File: src/rtl/store_unit_pkg.sv
// store_unit_pkg: funct3 encodings shared with the load select, and store fault causes
package store_unit_pkg;
    localparam logic [2:0] F3_SB  = 3'b000;
    localparam logic [2:0] F3_SH  = 3'b001;
    localparam logic [2:0] F3_SW  = 3'b010;
    localparam logic [2:0] F3_LBU = 3'b100;
    localparam logic [2:0] F3_LHU = 3'b101;
    typedef enum logic [1:0] {
        FC_ILLEGAL  = 2'd0,
        FC_MISALIGN = 2'd1,
        FC_BUS_ERR  = 2'd2,
        FC_TIMEOUT  = 2'd3
    } store_fault_e;
endpackage

File: src/rtl/store_unit_if.sv
// store_unit_if: req/gnt + response write bus between the store unit and memory
interface store_unit_if;
    logic        mem_req;
    logic        mem_gnt;
    logic [31:0] mem_addr;
    logic [31:0] mem_wdata;
    logic [3:0]  mem_be;
    logic        mem_rvalid;
    logic        mem_err;
    modport master (output mem_req, mem_addr, mem_wdata, mem_be, input mem_gnt, mem_rvalid, mem_err);
    modport slave (input mem_req, mem_addr, mem_wdata, mem_be, output mem_gnt, mem_rvalid, mem_err);
endinterface

File: src/rtl/store_unit_align.sv
// store_align: lane-aligns store data and byte enables, flags illegal width and misalignment
module store_align
    import store_unit_pkg::*;
(
    input  logic [1:0]  addr,
    input  logic [31:0] data,
    input  logic [2:0]  funct3,
    output logic [3:0]  be,
    output logic [31:0] wdata,
    output logic        misaligned,
    output logic        illegal
);
    assign be = funct3 == F3_SB ? 4'b0001 << addr : funct3 == F3_SH ? 4'b0011 << addr : 4'b1111;
    assign wdata = funct3 == F3_SB ? {4{data[7:0]}} : funct3 == F3_SH ? {2{data[15:0]}} : data;
    assign illegal = !(funct3 inside {F3_SB, F3_SH, F3_SW});
    assign misaligned = (funct3 == F3_SH && addr[0]) || (funct3 == F3_SW && addr != 2'b00);
endmodule

File: src/rtl/store_unit.sv
// store_unit: accepts one SB/SH/SW, runs the bus write handshake, reports completion or fault
module store_unit
    import store_unit_pkg::*;
#(
    parameter int TIMEOUT_CYCLES = 255,
    localparam int CNT_W = $clog2(TIMEOUT_CYCLES + 1)
) (
    input  logic               clk,
    input  logic               rst_n,
    input  logic               st_valid,
    output logic               st_ready,
    input  logic [31:0]        st_addr,
    input  logic [31:0]        st_data,
    input  logic [2:0]         st_funct3,
    store_unit_if.master       mem,
    output logic               stall,
    output logic               st_done,
    output logic               fault_valid,
    output logic [1:0]         fault_cause,
    output logic [31:0]        fault_addr
);
    typedef enum logic [1:0] {S_IDLE, S_REQ, S_RESP, S_FAULT} state_e;
    state_e           state, state_nx;
    store_fault_e     cause_q, cause_nx;
    logic [CNT_W-1:0] cnt;
    logic [31:0]      addr_q, wdata_q, fault_addr_q, wdata;
    logic [3:0]       be_q, be;
    logic             misaligned, illegal, accept, timeout;
    store_align u_align (
        .addr(st_addr[1:0]),
        .data(st_data),
        .funct3(st_funct3),
        .be(be),
        .wdata(wdata),
        .misaligned(misaligned),
        .illegal(illegal)
    );
    assign accept = state == S_IDLE && st_valid;
    // >= so a grant on the last allowed cycle still leaves one RESP cycle to answer
    assign timeout = cnt >= CNT_W'(TIMEOUT_CYCLES - 1);
    always_comb begin
        state_nx = state;
        cause_nx = cause_q;
        case (state)
            S_IDLE: if (st_valid) begin
                state_nx = illegal || misaligned ? S_FAULT : S_REQ;
                cause_nx = illegal ? FC_ILLEGAL : FC_MISALIGN;
            end
            S_REQ: if (mem.mem_gnt) state_nx = S_RESP;
                else if (timeout) begin
                    state_nx = S_FAULT;
                    cause_nx = FC_TIMEOUT;
                end
            S_RESP: if (mem.mem_rvalid) begin
                    state_nx = mem.mem_err ? S_FAULT : S_IDLE;
                    cause_nx = FC_BUS_ERR;
                end else if (timeout) begin
                    state_nx = S_FAULT;
                    cause_nx = FC_TIMEOUT;
                end
            default: state_nx = S_IDLE;
        endcase
    end
    always_ff @(posedge clk) begin
        if (!rst_n) begin
            state        <= S_IDLE;
            cause_q      <= FC_ILLEGAL;
            cnt          <= '0;
            addr_q       <= '0;
            wdata_q      <= '0;
            be_q         <= '0;
            fault_addr_q <= '0;
        end else begin
            state   <= state_nx;
            cause_q <= cause_nx;
            cnt     <= accept ? '0 : (state == S_REQ || state == S_RESP) ? cnt + 1'b1 : cnt;
            if (accept) begin
                addr_q       <= {st_addr[31:2], 2'b00};
                wdata_q      <= wdata;
                be_q         <= be;
                fault_addr_q <= st_addr;
            end
        end
    end
    assign st_ready      = state == S_IDLE;
    assign stall         = state != S_IDLE;
    assign mem.mem_req   = state == S_REQ;
    assign mem.mem_addr  = addr_q;
    assign mem.mem_wdata = wdata_q;
    assign mem.mem_be    = be_q;
    assign st_done       = state == S_RESP && mem.mem_rvalid && !mem.mem_err;
    assign fault_valid   = state == S_FAULT;
    assign fault_cause   = fault_valid ? cause_q : 2'b00;
    assign fault_addr    = fault_addr_q;
endmodule

File: src/flat_wrapper.sv
// flat-port wrapper written by rule: the top's interface ports become plain ports
module store_unit_flat import store_unit_pkg::*;
#(
    parameter int TIMEOUT_CYCLES = 255,
    localparam int CNT_W = $clog2(TIMEOUT_CYCLES + 1)
)
  (clk, rst_n, st_valid, st_ready, st_addr, st_data, st_funct3, stall, st_done, fault_valid, fault_cause, fault_addr, mem_mem_req, mem_mem_addr, mem_mem_wdata, mem_mem_be, mem_mem_gnt, mem_mem_rvalid, mem_mem_err);
  store_unit_if mem_i ();
  input  logic clk;
  input  logic rst_n;
  input  logic st_valid;
  output logic st_ready;
  input  logic [31:0] st_addr;
  input  logic [31:0] st_data;
  input  logic [2:0] st_funct3;
  output logic stall;
  output logic st_done;
  output logic fault_valid;
  output logic [1:0] fault_cause;
  output logic [31:0] fault_addr;
  output wire logic [$bits(mem_i.mem_req)-1:0] mem_mem_req;
  output wire logic [$bits(mem_i.mem_addr)-1:0] mem_mem_addr;
  output wire logic [$bits(mem_i.mem_wdata)-1:0] mem_mem_wdata;
  output wire logic [$bits(mem_i.mem_be)-1:0] mem_mem_be;
  input wire logic [$bits(mem_i.mem_gnt)-1:0] mem_mem_gnt;
  input wire logic [$bits(mem_i.mem_rvalid)-1:0] mem_mem_rvalid;
  input wire logic [$bits(mem_i.mem_err)-1:0] mem_mem_err;
  assign mem_mem_req = mem_i.mem_req;
  assign mem_mem_addr = mem_i.mem_addr;
  assign mem_mem_wdata = mem_i.mem_wdata;
  assign mem_mem_be = mem_i.mem_be;
  assign mem_i.mem_gnt = mem_mem_gnt;
  assign mem_i.mem_rvalid = mem_mem_rvalid;
  assign mem_i.mem_err = mem_mem_err;
  store_unit #(.TIMEOUT_CYCLES(TIMEOUT_CYCLES)) u_core (.clk(clk), .rst_n(rst_n), .st_valid(st_valid), .st_ready(st_ready), .st_addr(st_addr), .st_data(st_data), .st_funct3(st_funct3), .mem(mem_i), .stall(stall), .st_done(st_done), .fault_valid(fault_valid), .fault_cause(fault_cause), .fault_addr(fault_addr));
endmodule
File: config.mk
export PLATFORM = sky130hd
export DESIGN_NAME = store_unit_flat
export DESIGN_NICKNAME = d
export VERILOG_FILES = /design/src/rtl/store_unit_pkg.sv /design/src/rtl/store_unit_if.sv /design/src/rtl/store_unit_align.sv /design/src/rtl/store_unit.sv /design/src/flat_wrapper.sv
export SDC_FILE = /design/constraint.sdc
export NUM_CORES = 1
export LEC_CHECK = 0
export CELL_PAD_IN_SITES_DETAIL_PLACEMENT = 1
export CELL_PAD_IN_SITES_GLOBAL_PLACEMENT = 1
export CORE_ASPECT_RATIO = 0.9
export CORE_UTILIZATION = 26
export CTS_CLUSTER_DIAMETER = 100
export DETAILED_ROUTE_END_ITERATION = 7
export GPL_TIMING_DRIVEN = 0
export PLACE_DENSITY = 0.8
export SLEW_MARGIN = 10
export SYNTH_ARGS = -nofsm -noshare
export SYNTH_HDL_FRONTEND = slang
export SYNTH_SLANG_ARGS = --single-unit
File: constraint.sdc
create_clock -name clk -period 1.5 [get_ports clk]
set_input_delay 0.3 -clock clk [delete_from_list [all_inputs] [get_ports clk]]
set_output_delay 0.3 -clock clk [all_outputs]
set_load 0.05 [all_outputs]
==> impl_metrics.tcl <==
set metrics [dict create \
    violations "negative setup slack" \
    cp.required_ps 1200 \
    arrival_ps 1260 \
    synth_area_um2 3840 \
    final.setup.tns_ps -80.4 \
    synth-seq-cells 80 \
    vias 3882 \
    maxSlewHeadroom_pct 65.5 \
    outcome "complete, but fails checks" \
    min_period_ps 1560 \
    fin_util_pct 44.6 \
    critPathSlowestCell "dfxtp_4" \
    synth.avg_cell_area_um2 8.44 \
    cts_tree "done" \
    diodes 0 \
    p_leak_nw 2.76 \
    area_growth_pct 64.9 \
    max_cap_violations 0 \
    antenna_found_initial 0 \
    crit_path_start_kind "register" \
    fillers 1654 \
    yosys_warnings 0 \
    grtUsageTotal_pct 18.9 \
    wl_per_cell_um 16.8 \
    io_pins 180 \
    drc 0 \
    clk_pin_slew_worst_paths_ps 60 \
    coreArea_um2 14200 \
    viasPerCell 4.58 \
    fp.dieW_um 130 \
    nNetsFinal 732 \
    place_congestion 0.849 \
    critical_path.top_delay_family "flip-flops" \
    dr_wl_met2_um 7090 \
    path_max_fanout 5 \
    dp_hpwl_um 10900 \
    grt_pass1_wl_um 22000 \
    placed_cells 824 \
    critPathKind "register to primary output" \
    p_per_area_nw_per_um2 1810 \
    wl_met1_um 5930 \
    numCtsBuffers 9 \
    grt_pass1_vias 4161 \
    drive_above_1_share_pct 31.3 \
    ir_worst_vdd_uv 1010 \
    drt-total-wl_um 14200 \
    final_cells 847 \
    synth_cell_types 36 \
    drt_first_pass_iters 6 \
    clock-root-buffer "clkbuf_16" \
    port_buffers 175 \
    htree_levels 3 \
    grt_overflow 0 \
    clk-insertion-delay-late_ps 340 \
    layout_setup_ws_ps -55.8 \
    regArea_um2 1610 \
    grt_max_degree 13 \
    max_freq_mhz 643 \
    dr.first_iter.drc_count 124 \
    setup_viol 3 \
    clock_path_buffers 2 \
    rsz0062_at_grt "yes" \
    crit_chain "inv_4, ha_4, nand2_2, nor2_2, buf_6" \
    start_util_pct 27.0 \
    rows 41 \
    fin_skew_ps 5.39 \
    die-area_um2 15300 \
    slew_viol_final 0 \
    synth_cells 455 \
    cts.sinks 80 \
    final_area_um2 6330 \
    crit_buf_inv 2 \
    highest_layer "met4" \
    dpl_cell_area_um2 5890 \
    dr_wl_met3_um 1020 \
    postRouteAntennaNets 0 \
    max_stage_delay_ps 370 \
    multiInputGateArea_um2 1910 \
    hp-class "primary input to register" \
    layout_commonest_cell "nand2_1" \
    worstMarginPinSlew_ps 518 \
    die_y_um 117 \
    hold_viol 0 \
    endpoint_kind "primary output" \
    synth-seq-area-share_pct 41.7 \
    finalCritPeriodShare_pct 104 \
    layout_common_cells "nand2_1 (119), dfxtp_1 (76), clkdlybuf4s50_1 (66), clkdlybuf4s15_2 (65), buf_4 (45)" \
]
final timing paths:
path / end / slack, ps / from / cells past startpoint
min: u_core.mem.mem_wdata[31]$_SDFFE_PN0P_ / 450 / st_funct3[0] / 5
min reg2reg: u_core.mem.mem_wdata[27]$_SDFFE_PN0P_ / 460 / u_core.mem.mem_wdata[27]$_SDFFE_PN0P_ / 2
max reg2reg: u_core.mem.mem_wdata[21]$_SDFFE_PN0P_ / 20 / u_core.state[1]$_SDFFE_PN0P_ / 6
max: st_done / -60 / u_core.state[0]$_SDFFE_PN0P_ / 5
registers in the layout, indices dropped and copies added (netlist names):
register              flops
u_core.mem.mem_wdata     32
u_core.mem.mem_be         4
u_core.state              2
u_core.cnt                8
u_core.fault_addr        32
u_core.cause_q            2
worst reg2reg max path: cells and delay by family (launching register included):
kind / cells / cell delay (ps)
DFF: 1 / 390
AOI/OAI and AO/OA: 1 / 210
adders and majority gates: 1 / 190
and+or+nand+nor: 1 / 220
buffers and inverters: 3 / 360
final cells by class:
type	instances	share of cell area [%]
Multi-Input combinational cell	307	30.2
Buffer	62	7.45
Timing Repair Buffer	183	28.2
Clock inverter	2	0.198
Tap cell	193	3.81
Inverter	6	0.435
Clock buffer	14	4.33
Sequential cell	80	25.4
per-stage QoR:
stage,setup slack (ps),power (mW),hold WS (ps)
final,-55.8,11.4,446
after global routing,-129,12.0,487
after CTS,-144,11.2,462
after detailed placement,-591,9.09,461
after global placement,-576,8.91,451
after floorplan,4.51,7.01,445
synthesized netlist by cell type:
| cell type | instances | share of area (%) |
|---|---|---|
| a21boi_0 | 48 | 9.4 |
| mux2i_1 | 18 | 4.7 |
| or2_2 | 1 | 0.16 |
| buf_2 | 15 | 2.0 |
| nor2_2 | 1 | 0.16 |
| ha_1 | 10 | 3.3 |
| buf_6 | 2 | 0.59 |
| o221a_2 | 2 | 0.59 |
| or3_1 | 3 | 0.49 |
| nand2_1 | 122 | 12 |
| a21oi_1 | 7 | 0.91 |
| a211oi_1 | 4 | 0.78 |
| dfxtp_1 | 80 | 42 |
| nor2_1 | 14 | 1.4 |
| nand4_1 | 4 | 0.65 |
| buf_4 | 32 | 6.3 |
| o22ai_1 | 2 | 0.33 |
| nor3_1 | 1 | 0.13 |
| nor2b_1 | 2 | 0.33 |
| inv_1 | 6 | 0.59 |
| o211ai_1 | 10 | 2.0 |
| a31oi_1 | 3 | 0.49 |
| nand2b_1 | 1 | 0.16 |
| nand3_1 | 9 | 1.2 |
| nand3b_1 | 1 | 0.20 |
| a311oi_1 | 1 | 0.23 |
| clkbuf_1 | 13 | 1.3 |
| and3_1 | 1 | 0.16 |
| buf_1 | 1 | 0.098 |
| xor2_1 | 4 | 0.91 |
| and2_1 | 3 | 0.49 |
| o21a_1 | 1 | 0.20 |
| o211a_1 | 16 | 4.2 |
| o21ai_0 | 15 | 2.0 |
| conb_1 | 1 | 0.098 |
| xnor2_1 | 1 | 0.23 |
layer usage:
layer	global-route usage, %	vias to the layer above
li1	-	1884
met1	20.6	1852
met2	34.6	128
met3	5.79	18
met4	4.87	0
met5	0	-
power by group:
part	internal (mW)	total (mW)	leakage [nW]	switching, mW
sequential	2.63	3.02	0.659	0.384
combinational	2.25	6.29	1.96	4.05
clock	1.26	2.12	0.139	0.868
total	6.13	11.4	2.76	5.30
cell families after synthesis:
logic type	after synthesis	share of synthesized area, %
AOI/OAI and AO/OA	109	21.0
xor gates and xnor gates	5	1.14
adders and majority gates	10	3.26
buffers and inverters	69	10.7
DFF	80	41.7
muxes	18	4.69
other	1	0.0976
and+or+nand+nor	163	17.4
what timing repair did:
action                                  CTS  global route
hold buffers                              0             0
pin swaps                                 0             9
resized for setup                       371            91
buffers inserted                          1             6
gates cloned                              0             1
endpoints found under the setup margin  174            92
Note: power is estimated with default switching activity, not from simulation.
==> patch 1 (same settings) <==
The 4 states of `state_e` get a one-hot encoding in 4 bits.
--- a/src/rtl/store_unit.sv
+++ b/src/rtl/store_unit.sv
@@ -19,7 +19,7 @@
     output logic [1:0]         fault_cause,
     output logic [31:0]        fault_addr
 );
-    typedef enum logic [1:0] {S_IDLE, S_REQ, S_RESP, S_FAULT} state_e;
+    typedef enum logic [3:0] {S_IDLE = 4'b0001, S_REQ = 4'b0010, S_RESP = 4'b0100, S_FAULT = 4'b1000} state_e;
     state_e           state, state_nx;
     store_fault_e     cause_q, cause_nx;
     logic [CNT_W-1:0] cnt;
Behaviour: same outputs for any inputs over 10 cycles, from zero or initial values and one cycle with rst_n low; not proved beyond that.
==> patch 1 against the unedited design <==
The run still ends with negative setup slack left; sequential cell count rose by 2; non-clock buffer count rose by 46; final area rose by 21%; register-to-register slack got worse by 0.30 ns; routed wire length rose by 18%; synthesized area rose by 4.0%; global-route usage rose by 2.0 points; first-iteration DRC count rose by 17%; core utilization rose by 7.0 points; worst setup slack got worse by 0.23 ns; clock skew rose by 0.0040 ns; critical endpoint is now u_core.state[3]$_SDFFE_PN0P_; largest cell class unchanged.
Power is not compared: it rests on default switching activity, and its combinational part moved more than twofold at a synthesized area within 25%.
==> patch 1: results (changes against the unedited design) <==
[sta]
tightestPinTransition_ns = 0.7297  ; +0.2119 ns
setup_viol = 81  ; +78
setup_ws_ns = -0.2846  ; -0.2287 ns
whs_ns = 0.3405  ; -0.1050 ns
skew_ns = 0.009376  ; +0.003988 ns

[critical_path]
cp_top_family = simple AND/OR/NAND/NOR gates
r2r_start = u_core.state[2]$_SDFFE_PN0P_
slowest_delay_ns = 0.49  ; +0.12 ns

[placed_design]
dp.cells = 836  ; +1.5%
place_hpwl_um = 10890  ; -0.55%
dp_slack_ns = -0.9206  ; -0.3296 ns
postPlaceCellArea_um2 = 6056  ; +2.9%

[run_status]
outcome = finished with violations
violations = negative setup slack

[worst_hold_path]
min-delay-start = st_addr[1]
holdPathStages = 3  ; -2

[drt]
num_vias = 4297  ; +11%
wl_per_cell_um = 18.62  ; +11%
dr_wl_met3_um = 1014  ; -0.39%
met2_length_um = 8807  ; +24%

[finish]
layout.nets = 780  ; +6.6%
drive_above_1_share_pct = 49.01  ; +18 points
n_fill_cell = 1620  ; -2.1%

[synthesis]
synth-xor-area-share_pct = 1.535  ; +0.39 points
synth.area.top_cells = dfxtp_1 (41%), nand2_1 (12%), buf_4 (7.1%)
yosysUniqueCellTypes = 49  ; +36%
yosysSeqAreaShare_pct = 41.09  ; -0.60 points
synth_compound_area_share_pct = 19.26  ; -1.7 points
ys_top_cells_by_count = nand2_1 (124), dfxtp_1 (82), buf_4 (38), a21boi_0 (37), o211a_1 (19)
muxShareOfSynthArea_pct = 4.259  ; -0.43 points

[global_route]
grt_util_all_layers_pct = 20.83  ; +2.0 points
grt_pass1_vias = 4578  ; +10%
gr-usage-met1_pct = 24.03  ; +3.5 points

==> patch 1: cell types whose count changed in the layout (fill, tap and decap cells not counted), moves of 7 or more <==
cell	delta
nand2_4	+21
buf_12	+9
buf_6	+11
nand3_1	-7
o21ai_0	-11
a21boi_0	-36
a21boi_2	+21
buf_4	+13
nand2_1	-36
nand3_2	+11
nand2_2	+16
a21boi_1	+15
buf_8	+10
==> patch 1: repair_timing <==
action / CTS / global route
resized for setup: 497 / 163
endpoints found under the setup margin: 187 / 109
pin swaps: 31 / 55
buffers inserted: 36 / 19
gates cloned: 8 / 0
==> patch 1: cell type report <==
type / instances / area [µm²] / area share [%]
buffer: 60 / 499.2 / 6.513
multi-input combinational: 310 / 2501 / 32.63
timing repair buffer: 231 / 2412 / 31.47
inverter: 7 / 28.78 / 0.3754
clock inverter: 4 / 47.55 / 0.6203
tap: 198 / 247.7 / 3.232
clock buffer: 12 / 267.8 / 3.493
sequential: 82 / 1660 / 21.66
==> patch 2 (config.mk and constraints unchanged) <==
Without the edit above. `TIMEOUT_CYCLES` is set to 255 in 2 places; all go to 510.
--- a/src/rtl/store_unit.sv
+++ b/src/rtl/store_unit.sv
@@ -2,7 +2,7 @@
 module store_unit
     import store_unit_pkg::*;
 #(
-    parameter int TIMEOUT_CYCLES = 255,
+    parameter int TIMEOUT_CYCLES = 510,
     localparam int CNT_W = $clog2(TIMEOUT_CYCLES + 1)
 ) (
     input  logic               clk,
--- a/src/flat_wrapper.sv
+++ b/src/flat_wrapper.sv
@@ -1,7 +1,7 @@
 // flat-port wrapper written by rule: the top's interface ports become plain ports
 module store_unit_flat import store_unit_pkg::*;
 #(
-    parameter int TIMEOUT_CYCLES = 255,
+    parameter int TIMEOUT_CYCLES = 510,
     localparam int CNT_W = $clog2(TIMEOUT_CYCLES + 1)
 )
   (clk, rst_n, st_valid, st_ready, st_addr, st_data, st_funct3, stall, st_done, fault_valid, fault_cause, fault_addr, mem_mem_req, mem_mem_addr, mem_mem_wdata, mem_mem_be, mem_mem_gnt, mem_mem_rvalid, mem_mem_err);
Behaviour: no difference found for any inputs over 10 cycles, from zero or initial values and one cycle with rst_n low; that may be too few to reach the edited logic, so the function may still have changed.
==> patch 2 against the unedited design <==
The flow still finishes with violations (negative setup slack); routed wire length is 2.9% higher; worst setup slack got worse by 0.010 ns; count of clock-buffer cells in the layout down 3; via count increased by 4.0%; power rose by 3.7%; hold slack better by 0.0087 ns; first-iteration DRC count decreased by 26%; final area increased by 3.6%; final cell count grew 1.8%; synthesized area grew 2.6%; combinational power grew 6.7%; sequential cell count increased by 1; global-route usage shrank 0.15 points; largest cell class unchanged.
==> patch 2: results (changes against the unedited design) <==
[global_route]
gr-usage-met1_pct = 21.04  ; +0.46 points
grt_max_degree = 15  ; +2
antenna_found_initial = 0  ; unchanged
grt_pass1_wl_um = 22550  ; +2.5%
met3_usage_pct = 6.778  ; +0.98 points
grt_util_all_layers_pct = 18.72  ; -0.15 points
use_met2_pct = 33.27  ; -1.3 points
grt_pass1_vias = 4260  ; +2.4%

[drt]
wl_per_cell_um = 16.98  ; +1.1%
drt_iter0_markers = 92  ; -26%
met2_length_um = 7347  ; +3.7%
via_per_inst = 4.684  ; +2.2%
dr_wl_met3_um = 1044  ; +2.6%
met1_length_um = 6074  ; +2.4%
firstDrtPassIters = 4  ; -2

[synthesis]
ys_top_cells_by_count = nand2_1 (123), dfxtp_1 (81), a21boi_0 (50), buf_4 (34)
synth.area.top_cells = dfxtp_1 (41%), nand2_1 (12%), a21boi_0 (9.5%)
synthArstFlopShare_pct = 0  ; unchanged
yosysSeqAreaShare_pct = 41.16  ; -0.54 points
synth_ff_type = dfxtp_1
yosysUniqueCellTypes = 40  ; +11%
synth_adder_area_share_pct = 3.176  ; -0.082 points
yosysWarnings = 0  ; unchanged
synth-xor-area-share_pct = 1.556  ; +0.42 points
muxShareOfSynthArea_pct = 4.573  ; -0.12 points
synth_compound_area_share_pct = 21.09  ; +0.11 points

[critical_path]
critPathMaxFanout = 7  ; +2
rrSetupSlack_ns = -0.01  ; -0.03 ns
cp_top_family = flip-flops
r2r_cells = 7  ; +1
arrival_ns = 1.27

[finish]
n_antenna_cell = 0  ; unchanged
layout.nets = 742  ; +1.4%
n_fill_cell = 1727  ; +4.4%
drive_above_1_share_pct = 32.68  ; +1.3 points

[power_and_ir_drop]
p_leak_uw = 0.002812  ; +2.0%
comb_cell_power_uw = 6710  ; +6.7%
power_frac_clock_pct = 17.7  ; -0.9 points
p_sw_uw = 5535  ; +4.4%
vdd_drop_max_uv = 820.3  ; -18%

[run_status]
outcome = finished with violations
violations = negative setup slack

[clock_tree]
cts_max_level = 3  ; unchanged
insertion_delay_ns = 0.35
root_buffer = clkbuf_16

[placed_design]
dp_slack_ns = -0.6807  ; -0.08978 ns
place_hpwl_um = 10830  ; -1.1%
io_buffers = 175  ; unchanged
routabilityCongestion = 0.8446  ; -0.54%

[worst_hold_path]
holdPathStages = 4  ; -1
hold_path_class = in2reg

[sta]
setup_ws_ns = -0.06586  ; -0.01003 ns
skew_ns = 0.007784  ; +0.002396 ns
tightestPinTransition_ns = 0.6362  ; +0.1184 ns
setup_viol = 6  ; +3

patch 2: cell count changes after synthesis, sizes merged, moves of 3 or more:
cell | unedited run | this run
a21oi | 7 | 3
nor2 | 15 | 11
nand2b | 1 | 4
o21ai | 15 | 18
patch 2: area by class of cell:
type | count | area (µm²) | area share [%]
plain buffers | 61 | 475.5 | 7.251
clock buffers | 11 | 232.7 | 3.549
clock inverters | 5 | 41.29 | 0.6297
inverters | 7 | 35.03 | 0.5342
multi-input cells | 313 | 2066 | 31.50
flip-flops and latches | 81 | 1634 | 24.92
well taps | 198 | 247.7 | 3.778
repair buffers | 186 | 1826 | 27.84
patch 2: path summary, 6_finish.rpt:
path | from | to
setup / recovery | u_core.state[1]$_SDFFE_PN0P_ | stall
hold / removal | st_funct3[0] | u_core.cause_q[0]$_SDFFE_PN0P_
setup reg to reg | u_core.state[1]$_SDFFE_PN0P_ | u_core.cause_q[1]$_SDFFE_PN0P_
hold reg to reg | u_core.mem.mem_wdata[27]$_SDFFE_PN0P_ | u_core.mem.mem_wdata[27]$_SDFFE_PN0P_
patch 2: through the flow:
stage	instances	power (µW)	hold slack [ns]	setup TNS (ns)	cell area [µm²]
finish	862	11850	0.4543	-0.1638	6558
global route	862	12470	0.4785	-0.8615	6558
CTS	860	11700	0.4327	-0.2884	6558
detailed placement	837	9167	0.4638	-29.32	5991
global placement	837	8995	0.4512	-25.12	5991
floorplan	464	7081	0.4449	-0.08698	3991
patch 2: timing repair:
item | CTS | global route
endpoints found under the setup margin | 185 | 80
gates resized for setup | 406 | 83
pin swaps | 8 | 7
hold buffers | 0 | 0
cloned | 1 | 1
setup buffers | 7 | 2
patch 2: worst min-delay path, delay by kind of cell:
kind                   cells  cell delay (ns)
and+or+nand+nor            2             0.21
buffers and inverters      1             0.10
AOI/OAI and AO/OA          1             0.14
